`src/rtl/qfmt_alu_pipe_pkg.sv`:
```
// qfmt_pkg: shared definitions for the qfmt_alu_pipe fixed-point unit.
//   op_e       : operation select encoding (add, sub, mul, pass A)
//   calc_aw    : internal aligned-operand width for a given W/FA/FB/FO
//   sat_max/min: signed saturation bounds for a W-bit result
//   half_lsb   : rounding bias 2^(s-1) for a right shift by s (0 when s=0)
package qfmt_pkg;

    typedef enum logic [1:0] {
        OP_ADD  = 2'b00,
        OP_SUB  = 2'b01,
        OP_MUL  = 2'b10,
        OP_PASS = 2'b11
    } op_e;

    // Room for the largest left shift plus one guard bit for rounding carry.
    function automatic int calc_aw(input int w, input int fa, input int fb, input int fo);
        int ext;
        ext = 0;
        if (fo - fa > ext) ext = fo - fa;
        if (fo - fb > ext) ext = fo - fb;
        return w + ext + 1;
    endfunction

    function automatic longint sat_max(input int w);
        return (longint'(1) <<< (w - 1)) - longint'(1);
    endfunction

    function automatic longint sat_min(input int w);
        return -(longint'(1) <<< (w - 1));
    endfunction

    function automatic longint half_lsb(input int s);
        return (s > 0) ? (longint'(1) <<< (s - 1)) : longint'(0);
    endfunction

endpackage

```
`src/rtl/qfmt_alu_pipe_if.sv`:
```
// qfmt_alu_pipe_if: operand/result handshake bundle for qfmt_alu_pipe.
//   in_valid/in_ready   : operand beat handshake
//   in_a, in_b, in_op   : operands (W bits each) and op select (2 bits)
//   out_valid/out_ready : result handshake
//   out_res, out_ovf    : saturated result (W bits) and saturation flag
// master = producer/consumer side (testbench), slave = the unit.
interface qfmt_alu_pipe_if #(
    parameter int W = 16
);
    logic         in_valid;
    logic         in_ready;
    logic [W-1:0] in_a;
    logic [W-1:0] in_b;
    logic [1:0]   in_op;
    logic         out_valid;
    logic         out_ready;
    logic [W-1:0] out_res;
    logic         out_ovf;

    modport master (
        output in_valid, in_a, in_b, in_op, out_ready,
        input  in_ready, out_valid, out_res, out_ovf
    );

    modport slave (
        input  in_valid, in_a, in_b, in_op, out_ready,
        output in_ready, out_valid, out_res, out_ovf
    );
endinterface

```
`src/rtl/qfmt_alu_pipe_align.sv`:
```
// qfmt_align: combinational re-alignment of a signed Q(W-FI,FI) word to FO
// fraction bits in an AW-bit signed result.
//   din  : W-bit two's complement input
//   dout : AW-bit two's complement output with FO fraction bits
// Left shifts are exact. Right shifts truncate toward -inf, or round to
// nearest with ties toward +inf when QFMT_ROUND_EN is defined.
module qfmt_align
    import qfmt_pkg::*;
#(
    parameter int W  = 16,
    parameter int FI = 14,
    parameter int FO = 13,
    parameter int AW = 18
) (
    input  logic [W-1:0]         din,
    output logic signed [AW-1:0] dout
);
    localparam int SH_L = (FO >= FI) ? FO - FI : 0;
    localparam int SH_R = (FI > FO) ? FI - FO : 0;
`ifdef QFMT_ROUND_EN
    localparam logic signed [AW-1:0] HALF = AW'(half_lsb(SH_R));
`endif

    logic signed [AW-1:0] ext;
    logic signed [AW-1:0] biased;

    always_comb begin
        ext = {{(AW - W){din[W-1]}}, din};
`ifdef QFMT_ROUND_EN
        biased = ext + HALF;
`else
        biased = ext;
`endif
        if (FO >= FI) dout = ext <<< SH_L;
        else          dout = biased >>> SH_R;
    end
endmodule

```
`src/rtl/qfmt_alu_pipe.sv`:
```
// qfmt_alu_pipe: 3-stage fixed-point add/sub/mul/pass unit with saturation.
//   clk, rst_n : clock, asynchronous active-low reset
//   bus        : qfmt_alu_pipe_if.slave (in_valid/in_ready/in_a/in_b/in_op,
//                out_valid/out_ready/out_res/out_ovf)
// Stages: S1 align both operands to FO fraction bits, S2 compute, S3 saturate.
// Optional macro QFMT_ROUND_EN: round-to-nearest (ties to +inf) on every
// right shift instead of truncation.
module qfmt_alu_pipe
    import qfmt_pkg::*;
#(
    parameter int W  = 16,
    parameter int FA = 14,
    parameter int FB = 12,
    parameter int FO = 13
) (
    input  logic            clk,
    input  logic            rst_n,
    qfmt_alu_pipe_if.slave  bus
);
    localparam int AW = calc_aw(W, FA, FB, FO);
    localparam int RW = 2 * AW;
    localparam logic signed [RW-1:0] SMAX = RW'(sat_max(W));
    localparam logic signed [RW-1:0] SMIN = RW'(sat_min(W));
`ifdef QFMT_ROUND_EN
    localparam logic signed [RW-1:0] MHALF = RW'(half_lsb(FO));
`endif

    logic                 v1, v2, v3;
    logic                 rdy1, rdy2, rdy3;
    logic signed [AW-1:0] a_al, b_al;
    logic signed [AW-1:0] a1, b1;
    op_e                  op1;
    logic signed [AW:0]   sum;
    logic signed [RW-1:0] prod, prod_adj, alu, res2;
    logic [W-1:0]         res3;
    logic                 ovf3;

    qfmt_align #(.W(W), .FI(FA), .FO(FO), .AW(AW)) u_align_a (
        .din  (bus.in_a),
        .dout (a_al)
    );

    qfmt_align #(.W(W), .FI(FB), .FO(FO), .AW(AW)) u_align_b (
        .din  (bus.in_b),
        .dout (b_al)
    );

    // Backpressure ripples combinationally from out_ready up to in_ready.
    assign rdy3 = !v3 || bus.out_ready;
    assign rdy2 = !v2 || rdy3;
    assign rdy1 = !v1 || rdy2;

    assign bus.in_ready  = rdy1;
    assign bus.out_valid = v3;
    assign bus.out_res   = res3;
    assign bus.out_ovf   = ovf3;

    always_comb begin
        sum  = '0;
        alu  = '0;
        prod = RW'(a1) * RW'(b1);
`ifdef QFMT_ROUND_EN
        prod_adj = (prod + MHALF) >>> FO;
`else
        prod_adj = prod >>> FO;
`endif
        case (op1)
            OP_ADD: begin
                sum = (AW + 1)'(a1) + (AW + 1)'(b1);
                alu = RW'(sum);
            end
            OP_SUB: begin
                sum = (AW + 1)'(a1) - (AW + 1)'(b1);
                alu = RW'(sum);
            end
            OP_MUL:  alu = prod_adj;
            OP_PASS: alu = RW'(a1);
            default: alu = '0;
        endcase
    end

    always_ff @(posedge clk or negedge rst_n) begin
        if (!rst_n) begin
            v1   <= 1'b0;
            v2   <= 1'b0;
            v3   <= 1'b0;
            a1   <= '0;
            b1   <= '0;
            op1  <= OP_ADD;
            res2 <= '0;
            res3 <= '0;
            ovf3 <= 1'b0;
        end else begin
            if (rdy1) begin
                v1 <= bus.in_valid;
                if (bus.in_valid) begin
                    a1  <= a_al;
                    b1  <= b_al;
                    op1 <= op_e'(bus.in_op);
                end
            end
            if (rdy2) begin
                v2 <= v1;
                if (v1) res2 <= alu;
            end
            if (rdy3) begin
                v3 <= v2;
                if (v2) begin
                    if (res2 > SMAX) begin
                        res3 <= SMAX[W-1:0];
                        ovf3 <= 1'b1;
                    end else if (res2 < SMIN) begin
                        res3 <= SMIN[W-1:0];
                        ovf3 <= 1'b1;
                    end else begin
                        res3 <= res2[W-1:0];
                        ovf3 <= 1'b0;
                    end
                end
            end
        end
    end
endmodule
```
`src/flat_wrapper.sv`:
```
// flat-port wrapper written by rule: the top's interface ports become plain ports
module qfmt_alu_pipe_flat import qfmt_pkg::*;
#(
    parameter int W  = 16,
    parameter int FA = 14,
    parameter int FB = 12,
    parameter int FO = 13
)
  (clk, rst_n, bus_in_valid, bus_in_a, bus_in_b, bus_in_op, bus_out_ready, bus_in_ready, bus_out_valid, bus_out_res, bus_out_ovf);
  qfmt_alu_pipe_if #(.W(W)) bus_i ();
  input  logic clk;
  input  logic rst_n;
  input wire logic [$bits(bus_i.in_valid)-1:0] bus_in_valid;
  input wire logic [$bits(bus_i.in_a)-1:0] bus_in_a;
  input wire logic [$bits(bus_i.in_b)-1:0] bus_in_b;
  input wire logic [$bits(bus_i.in_op)-1:0] bus_in_op;
  input wire logic [$bits(bus_i.out_ready)-1:0] bus_out_ready;
  output wire logic [$bits(bus_i.in_ready)-1:0] bus_in_ready;
  output wire logic [$bits(bus_i.out_valid)-1:0] bus_out_valid;
  output wire logic [$bits(bus_i.out_res)-1:0] bus_out_res;
  output wire logic [$bits(bus_i.out_ovf)-1:0] bus_out_ovf;
  assign bus_i.in_valid = bus_in_valid;
  assign bus_i.in_a = bus_in_a;
  assign bus_i.in_b = bus_in_b;
  assign bus_i.in_op = bus_in_op;
  assign bus_i.out_ready = bus_out_ready;
  assign bus_in_ready = bus_i.in_ready;
  assign bus_out_valid = bus_i.out_valid;
  assign bus_out_res = bus_i.out_res;
  assign bus_out_ovf = bus_i.out_ovf;
  qfmt_alu_pipe #(.W(W), .FA(FA), .FB(FB), .FO(FO)) u_core (.clk(clk), .rst_n(rst_n), .bus(bus_i));
endmodule
```
`config.mk`:
```
export PLATFORM = sky130hd
export DESIGN_NAME = qfmt_alu_pipe_flat
export DESIGN_NICKNAME = d
export VERILOG_FILES = /design/src/rtl/qfmt_alu_pipe_pkg.sv /design/src/rtl/qfmt_alu_pipe_if.sv /design/src/rtl/qfmt_alu_pipe_align.sv /design/src/rtl/qfmt_alu_pipe.sv /design/src/flat_wrapper.sv
export SDC_FILE = /design/constraint.sdc
export NUM_CORES = 1
export LEC_CHECK = 0
export ABC_AREA = 1
export ABC_CLOCK_PERIOD_IN_PS = 11800
export BUFFER_PORTS_ARGS = -buffer_cell sky130_fd_sc_hd__buf_2
export CORE_UTILIZATION = 25
export DETAILED_ROUTE_END_ITERATION = 10
export HOLD_SLACK_MARGIN = 0.1
export PLACE_DENSITY_LB_ADDON = 0.05
export SYNTH_ARGS = -nofsm -noshare
export SYNTH_HDL_FRONTEND = slang
export SYNTH_HIERARCHICAL = 1
export SYNTH_SLANG_ARGS = --single-unit
```
`constraint.sdc`:
```
create_clock -name clk -period 11.8 [get_ports clk]
set_clock_uncertainty 0.2 [all_clocks]
set_input_delay 1.18 -clock clk [delete_from_list [all_inputs] [get_ports clk]]
set_output_delay 1.18 -clock clk [all_outputs]
set_load 0.03 [all_outputs]
```
==> impl_metrics.py, run 1 <==
metrics = {
    "critical_path": {
        "cp_slowest_cell": "dfrtp_1",
        "crit_type": "register to register",
        "path_cells": "buf_4 -> nand2_1 -> fa_1 -> inv_1 -> fa_1 -> inv_1 -> fa_1 -> inv_1 -> fa_1 -> fa_1 -> inv_1 -> fa_1 -> inv_1 -> ha_1 -> a21oi_1 -> o21ai_0 -> a21oi_1 -> nand2_1 -> or2_2 -> nand3_1 -> nand4_1 -> nand2_1 -> inv_1",
        "end_kind": "register",
        "worstPathArrival_ns": 7.15,
        "cpPeakStageDelay_ns": 0.86,
        "cp-start-kind": "register",
        "cp_max_fo": 12,
        "required_ns": 11.87,
    },
    "timing": {
        "finalHoldViolations": 0,
        "setup_viol": 0,
        "fin_setup_tns_ns": 0,
        "min_period_ns": 7.08,
        "slew_viol_final": 0,
        "period_share": 0.600,
        "rsz0062_at_grt": "false",
        "max-slew-margin-rel": 0.0301,
        "tightest_slew_ns": 1.44,
        "max_freq_mhz": 141,
    },
    "clock_tree": {
        "cts_resized": 0,
        "htreeDepth": 3,
        "post_cts_buffers": 0,
        "cts_hold_buf": 0,
        "max-clock-path-buffers": 2,
        "clkSinkCount": 81,
        "root_buffer": "clkbuf_16",
        "numCtsBuffers": 9,
        "cts_tree": "done",
        "clk_latency_ns": 0.37,
        "clkTransAtPathRegs_ns": 0.08,
    },
    "routing": {
        "routedWlPerCell_um": 18.9,
        "viasPerCell": 4.39,
        "dr.first_iter.drc_count": 845,
        "detail-route-antenna-nets": 0,
        "route.vias.total": 15500,
        "dr.pass1.iters": 5,
        "drt-total-wl_um": 66700,
        "route.detailed.drc": 0,
    },
    "synth": {
        "synthesis.instances": 2576,
        "yosysWarningCount": 6,
        "async_flop_share": 1.00,
        "postSynthAreaPerCell_um2": 7.35,
        "yosysSeqAreaShare": 0.107,
        "synth_nets": 3069,
        "synth_area_um2": 18900,
        "synth_edf_count": 0,
        "yosys.cell_types.count": 51,
        "ys_seq_elements": 81,
        "synthFlopType": "dfrtp_1",
    },
    "place": {
        "gp_congestion": 0.879,
        "placed_area_um2": 20000,
        "port_buffers": 55,
        "dp_hpwl_um": 54700,
    },
    "grt": {
        "grt_pass1_vias": 16600,
        "antenna_found_initial": 0,
        "groute.usage.overall": 0.181,
        "grt_first_pass_wirelength_um": 104000,
        "overflow": 0,
        "grt_max_degree": 68,
    },
    "floorplanning": {
        "die-area_um2": 76800,
        "coreArea_um2": 74700,
        "num_rows": 100,
        "die_y_um": 277,
        "start_util": 0.253,
        "die_w_um": 277,
        "io_pins": 57,
    },
    "layout": {
        "drive_gt1_frac": 0.0673,
        "stdcell_area_um2": 20400,
        "nNetsFinal": 3042,
        "area_delta_synth_final_pct": 7.51,
        "fillCellCount": 8243,
    },
    "hold_path": {
        "hold_class": "register to register",
    },
    "job": {
        "drv_cap": 0,
    },
    "run_status": {
        "status": "finished clean",
    },
}
## through the flow
step / utilization / std cells / hold slack (ns) / setup slack [ns]
floorplan: - / 2576 / 0.244 / 5.69
global placement: 0.268 / 3507 / 0.260 / 4.67
detailed placement: 0.268 / 3507 / 0.262 / 4.62
CTS: 0.272 / 3523 / 0.282 / 4.60
global route: 0.272 / 3523 / 0.300 / 4.15
finish: 0.272 / 3524 / 0.275 / 4.72
## flip-flops by register name, indices dropped and copies added, names as in the netlist
name,cells
u_core/bus.out_res,16
u_core/v1,1
u_core/bus.out_ovf,1
u_core/v2,1
u_core/res2,23
u_core/b1,18
u_core/op1,2
u_core/bus.out_valid,1
u_core/a1,18
## cell type report
| type | instances | area, um2 | area share |
|---|---|---|---|
| clock inverters | 7 | 81.3 | 0.00400 |
| diodes | 1 | 2.50 | 0.000123 |
| multi-input cells | 1673 | 13600 | 0.670 |
| clock buffers | 9 | 225 | 0.0111 |
| flip-flops and latches | 81 | 2030 | 0.0996 |
| repair buffers | 96 | 586 | 0.0288 |
| well taps | 969 | 1210 | 0.0596 |
| inverters | 688 | 2590 | 0.127 |
## synthesized netlist by cell type, types with 2 or more instances
library cell    n  share of area
o21ai_1         3        0.00079
nor2_1        152          0.030
buf_2           5         0.0013
xor2_1          8         0.0037
or2_2          10         0.0033
o21bai_1        4         0.0016
nand3b_1       12         0.0048
a21oi_2         5         0.0023
a221oi_1        2        0.00093
nand3_1       101          0.027
a21oi_1       109          0.029
nand2_2         9         0.0030
o21a_1          3         0.0012
dfrtp_1        81           0.11
a21boi_0        5         0.0020
nor3_2          4         0.0021
nand4_1        19         0.0063
a31oi_1         2        0.00066
buf_4          41          0.016
inv_2           6         0.0012
fa_1          330           0.35
buf_1           8         0.0016
nor2_2          7         0.0023
clkbuf_1       75          0.015
xnor2_1         4         0.0019
nand2_1       637           0.13
ha_1          125          0.083
nor3_1          9         0.0024
inv_1         680           0.13
o21ai_0        83          0.022
a21o_1          4         0.0016
nor4_1          3        0.00099
buf_6           3         0.0018
mux2_2         10         0.0059
## cells in the final DEF (no fill, tap or decap), types with 2 or more instances in the layout
cell	count
nand4_1	19
nand3_1	101
clkinv_8	2
fa_1	330
ha_1	125
o21bai_1	4
a21o_1	4
nor2_2	8
a21oi_2	5
o21a_1	3
dfrtp_1	81
nor3_1	9
xnor2_1	4
xor2_1	8
nor4_1	3
a21boi_0	5
or2_2	10
nor3_2	4
buf_4	42
nor2_1	151
nand3b_1	12
nand2_2	10
a221oi_1	2
inv_8	2
o21ai_1	3
nand2_1	636
inv_2	6
o21ai_0	83
a31oi_1	2
a21oi_1	109
inv_1	680
mux2_2	10
clkbuf_16	9
inv_6	3
buf_2	54
## metal layers
metal  track usage  vias to the layer above  routed length, um
li1              -                     7416                  -
met1         0.260                     7760              32800
met2         0.299                      242              31200
met3        0.0134                       43               1670
met4        0.0302                        0                989
met5             0                        -                  0
## worst paths after layout
| kind | from | end | slack (ns) | cells past startpoint |
|---|---|---|---|---|
| setup / recovery | u_core/b1[10]$_DFFE_PN0P_ | u_core/res2[4]$_DFFE_PN0P_ | 4.72 | 23 |
| hold / removal | u_core/bus.out_res[9]$_DFFE_PN0P_ | u_core/bus.out_res[9]$_DFFE_PN0P_ | 0.28 | 2 |
| setup reg to reg | u_core/b1[10]$_DFFE_PN0P_ | u_core/res2[4]$_DFFE_PN0P_ | 4.72 | 23 |
| hold reg to reg | u_core/bus.out_res[9]$_DFFE_PN0P_ | u_core/bus.out_res[9]$_DFFE_PN0P_ | 0.28 | 2 |
| max in group asynchronous | rst_n | u_core/b1[12]$_DFFE_PN0P_ | 9.74 | 2 |
| min in group asynchronous | rst_n | u_core/a1[4]$_DFFE_PN0P_ | 0.52 | 1 |
## kinds of logic after synthesis
| group | count (synthesis) | synth area share |
|---|---|---|
| other cells | 1 | 0.000198 |
| xor+xnor | 12 | 0.00555 |
| mux | 10 | 0.00595 |
| buf+inv | 822 | 0.173 |
| fa+ha+maj | 455 | 0.432 |
| compound gates | 227 | 0.0654 |
| simple gates | 968 | 0.211 |
| flops | 81 | 0.107 |
## worst max-delay path: cells and delay by family, from the launching register on
family / cells / cell delay (ns)
simple gates: 6 / 1.13
fa+ha+maj: 7 / 3.45
buf+inv: 7 / 0.63
flops: 1 / 0.86
compound gates: 3 / 0.68
Power of run 1 is not shown: default switching activity piles up to over one toggle a cycle in this logic, so the estimate is an artifact.
==> run 2: changes to the inputs <==
ABC_CLOCK_PERIOD_IN_PS = 6800   (was 11800)
clock period = 6.8 ns   (was 11.8 ns; I/O delays follow)
==> impl_metrics.py, run 2 (synthesized netlist as in run 1, its figures left out) <==
metrics = {
    "run_status": {
        "status": "finished clean",
    },
    "critical_path": {
        "crit_type": "register to register",
        "cp_max_fo": 11,
        "crit_path_frequent_cell": "inv_1",
        "cp_slowest_cell": "fa_1",
        "crit_start": "u_core/a1[11]$_DFFE_PN0P_",
        "cpPeakStageDelay_ns": 0.53,
        "reg2reg_setup_slack_ns": 0.29,
        "critPathBufInv": 11,
        "worstPathArrival_ns": 6.58,
        "cp_top_family": "adder cells",
        "end_kind": "register",
        "required_ns": 6.88,
        "cp-start-kind": "register",
        "r2r-start": "u_core/a1[11]$_DFFE_PN0P_",
    },
    "timing": {
        "max-slew-margin-rel": 0.286,
        "slew_viol_final": 0,
        "rsz0062_at_grt": "true",
        "finalHoldViolations": 0,
        "setup_viol": 0,
        "max_freq_mhz": 154,
        "min_period_ns": 6.51,
        "period_share": 0.957,
        "tightest_slew_ns": 1.07,
    },
    "clock_tree": {
        "clkTransAtPathRegs_ns": 0.08,
        "root_buffer": "clkbuf_16",
        "max-clock-path-buffers": 2,
        "clk_latency_ns": 0.40,
        "htreeDepth": 3,
        "numCtsBuffers": 9,
        "cts_tree": "done",
        "clkSinkCount": 81,
    },
    "layout": {
        "drive_gt1_frac": 0.107,
        "area_delta_synth_final_pct": 12.9,
        "largest_reg_flops": 23,
        "nNetsFinal": 3143,
        "regMostFlops": "u_core/res2",
        "final_cell_mix": "680 x inv_1, 635 x nand2_1, 329 x fa_1",
        "top_regs": "u_core/res2: 23 flops, u_core/a1: 18 flops, u_core/b1: 18 flops",
        "post-route-util": 0.286,
        "layout_commonest_cell": "inv_1",
    },
    "routing": {
        "route.vias.total": 15900,
        "routedWlPerCell_um": 19.2,
        "detail-route-antenna-nets": 0,
        "drt-total-wl_um": 69600,
        "dr.pass1.iters": 5,
        "dr.first_iter.drc_count": 906,
        "viasPerCell": 4.39,
        "route.detailed.drc": 0,
    },
    "floorplanning": {
        "coreArea_um2": 74700,
        "start_util": 0.253,
        "io_pins": 57,
        "die_y_um": 277,
        "num_rows": 100,
        "die-area_um2": 76800,
        "die_w_um": 277,
    },
    "grt": {
        "antenna_found_initial": 1,
        "grt_first_pass_wirelength_um": 108000,
        "grt_max_degree": 68,
        "overflow": 0,
        "grt_pass1_vias": 16900,
        "groute.usage.overall": 0.188,
    },
    "hold_path": {
        "hold_class": "register to register",
        "min_from": "u_core/v2$_DFFE_PN0P_",
    },
    "job": {
        "drv_cap": 0,
    },
    "place": {
        "gp_congestion": 0.865,
        "dp_hpwl_um": 58800,
        "port_buffers": 55,
    },
}
-- run 2: repair_timing --
action,4_1_cts,5_1_grt
hold endpoints to repair,26,0
resized for setup,1,14
hold buffers,1,0
buffers inserted,0,0
setup endpoints to repair,1,15
-- run 2: path summary, 6_finish.rpt --
| path | endpoint | depth (start not counted) |
|---|---|---|
| setup reg to reg | u_core/res2[6]$_DFFE_PN0P_ | 28 |
| setup / recovery | u_core/res2[6]$_DFFE_PN0P_ | 28 |
| hold / removal | u_core/bus.out_valid$_DFFE_PN0P_ | 2 |
| max in group asynchronous | u_core/a1[17]$_DFFE_PN0P_ | 3 |
| hold reg to reg | u_core/bus.out_valid$_DFFE_PN0P_ | 2 |
| min in group asynchronous | u_core/a1[1]$_DFFE_PN0P_ | 2 |
-- run 2: layer usage --
metal / vias up / track usage / part of all wire
li1: 7632 / - / -
met1: 8017 / 0.272 / 0.49
met2: 256 / 0.314 / 0.47
met3: 22 / 0.0174 / 0.030
met4: 0 / 0.0171 / 0.0048
met5: - / 0 / 0
-- run 2: per-stage QoR --
stage	cells	instance area, um2	hold slack (ns)	setup slack, ns	setup TNS, ns
2_1_floorplan	2576	18900	0.184	0.693	0
3_3_place_gp	3607	21000	0.256	-0.0252	-0.0252
3_5_place_dp	3607	21000	0.261	0.0132	0
4_1_cts	3624	21400	0.280	0.0616	0
5_1_grt	3624	21400	0.311	-0.0225	-0.0225
6_report	3625	21400	0.279	0.295	0
-- run 2: worst reg2reg max path: cells and delay by family (launching register included) --
kind | cells | cell delay (ns)
adder cells (fa/ha/maj) | 7 | 3.33
buffers and inverters | 11 | 1.10
AO/OA/AOI/OAI | 2 | 0.22
flip-flops | 1 | 0.47
AND/OR/NAND/NOR | 8 | 1.07
-- run 2: layout make-up --
type	count	area (um2)
fill	8196	53300
multi-input combinational	1673	13700
inverter	688	2590
sequential	81	2030
timing repair buffer	197	1580
tap	969	1210
clock buffer	9	225
clock inverter	7	81.3
antenna	1	2.50
Power of run 2 is left out for the same reason.
==> run 3: changes to the inputs <==
ABC_CLOCK_PERIOD_IN_PS = 6140   (was 6800)
clock period = 6.14 ns   (was 6.8 ns; I/O delays follow)
==> impl_metrics.py, run 3 (synthesized netlist as in run 1, its figures left out) <==
metrics = {
    "clock_tree": {
        "clkTransAtPathRegs_ns": 0.09,
        "max-clock-path-buffers": 2,
        "htreeDepth": 3,
        "numCtsBuffers": 9,
        "root_buffer": "clkbuf_16",
        "cts_tree": "done",
        "clkSinkCount": 81,
        "clk_latency_ns": 0.38,
    },
    "critical_path": {
        "crit_path_frequent_cell": "fa_1",
        "r2r-start": "u_core/b1[8]$_DFFE_PN0P_",
        "required_ns": 6.20,
        "critPathBufInv": 5,
        "crit_start": "u_core/b1[8]$_DFFE_PN0P_",
        "worstPathArrival_ns": 6.12,
        "cp_slowest_cell": "fa_1",
        "cp_top_family": "adder cells",
        "end_kind": "register",
        "cp-start-kind": "register",
        "cpPeakStageDelay_ns": 0.57,
        "path_cells": "buf_6 -> clkbuf_16 -> nand2_1 -> fa_1 -> inv_2 -> fa_1 -> buf_12 -> fa_1 -> fa_1 -> fa_1 -> fa_1 -> ha_4 -> buf_6 -> nand2_4 -> nor2_4 -> nand2_2 -> nor4_2 -> nand2_1 -> nand2_1 -> nand2_1 -> nand3_2 -> nand2_2 -> nor2_4 -> nor2_2",
        "cp_max_fo": 8,
        "crit_type": "register to register",
        "reg2reg_setup_slack_ns": 0.08,
    },
    "grt": {
        "top_usage_layer": "met2",
        "met3_usage": 0.0176,
        "grtUsageMet2": 0.326,
        "grt_max_degree": 65,
        "overflow": 0,
        "grtUsageMet1": 0.270,
        "grt_pass1_vias": 17600,
        "grt_first_pass_wirelength_um": 111000,
        "groute.usage.overall": 0.193,
        "antenna_found_initial": 1,
    },
    "layout": {
        "regMostFlops": "u_core/res2",
        "n_antenna_cell": 0,
        "area_delta_synth_final_pct": 27.8,
        "final_cell_mix": "640 x inv_1, 572 x nand2_1, 320 x fa_1",
        "post-route-util": 0.324,
        "drive_gt1_frac": 0.241,
        "largest_reg_flops": 23,
        "nNetsFinal": 3292,
        "layout_commonest_cell": "inv_1",
        "top_regs": "u_core/res2: 23 flops, u_core/a1: 18 flops, u_core/b1: 18 flops",
        "fillCellCount": 8075,
        "stdcell_area_um2": 24200,
    },
    "timing": {
        "slew_viol_final": 0,
        "rsz0062_at_grt": "true",
        "max_freq_mhz": 165,
        "setup_viol": 0,
        "period_share": 0.986,
        "max-slew-margin-rel": 0.294,
        "tightest_slew_ns": 1.05,
        "min_period_ns": 6.06,
        "finalHoldViolations": 0,
    },
    "place": {
        "port_buffers": 55,
        "gp_congestion": 0.877,
        "dp_hpwl_um": 61400,
        "placed_area_um2": 22300,
    },
    "routing": {
        "drt-total-wl_um": 71700,
        "dr.first_iter.drc_count": 837,
        "route.detailed.drc": 0,
        "routedWlPerCell_um": 19.0,
        "dr.pass1.iters": 5,
        "route.vias.total": 16500,
        "detail-route-antenna-nets": 0,
        "viasPerCell": 4.37,
    },
    "floorplanning": {
        "io_pins": 57,
        "start_util": 0.253,
        "die_w_um": 277,
        "die-area_um2": 76800,
        "die_y_um": 277,
        "coreArea_um2": 74700,
        "num_rows": 100,
    },
    "hold_path": {
        "hold_class": "primary input to register",
        "min_from": "bus_in_a[6]",
    },
    "run_status": {
        "status": "finished clean",
    },
    "job": {
        "drv_cap": 0,
    },
}
==> run 3: changes by cell type in the layout (fill, tap and decap cells not counted), sizes merged <==
| cell | delta |
|---|---|
| clkbuf | +1 |
| buf | +148 |
| diode | -1 |
==> run 3: worst register-to-register path, delay by kind of cell (launching register included) <==
family,cells,cell delay [ns]
AND/OR/NAND/NOR,12,1.26
adder cells (fa/ha/maj),7,3.30
buffers and inverters,5,0.65
flip-flops,1,0.50
==> run 3: what timing repair did <==
| item | in CTS | in global routing |
|---|---|---|
| gates resized for setup | 112 | 260 |
| gates cloned | 0 | 1 |
| setup endpoints to repair | 22 | 23 |
| setup buffers | 8 | 19 |
| pin swaps | 19 | 140 |
| endpoints found under the hold margin | 17 | 0 |
| hold buffers | 1 | 0 |
==> run 3: path summary, 6_finish.rpt <==
check,endpoint,cells past startpoint
max,u_core/res2[18]$_DFFE_PN0P_,24
min,u_core/a1[5]$_DFFE_PN0P_,2
max reg2reg,u_core/res2[18]$_DFFE_PN0P_,24
min reg2reg,u_core/res2[2]$_DFFE_PN0P_,2
max in group asynchronous,u_core/a1[17]$_DFFE_PN0P_,3
min in group asynchronous,u_core/b1[2]$_DFFE_PN0P_,2
==> run 3: area by class of cell <==
class	instances	area (um2)	share of cell area
repair buffers	346	3210	0.133
multi-input cells	1673	14800	0.613
inverters	688	2590	0.107
clock buffers	9	225	0.00931
flip-flops and latches	81	2040	0.0844
clock inverters	7	81.3	0.00336
well taps	969	1210	0.0501
==> run 3: metal layers <==
metal  routed length [um]  part of all wire
met5                    0                 0
met3                 1860             0.026
met2                34500              0.48
met4                  914             0.013
met1                34400              0.48
==> run 3: per-stage QoR <==
step                setup TNS [ns]  hold slack, ns  cells  setup WS [ns]
global route                 -1.77           0.255   3773         -0.168
floorplan                        0           0.118   2576         0.0334
CTS                        -0.0190           0.237   3758        -0.0190
finish                           0           0.255   3773         0.0845
global placement             -7.83           0.256   3733         -0.505
detailed placement           -6.89           0.261   3733         -0.433
Power of run 3 is left out for the same reason.
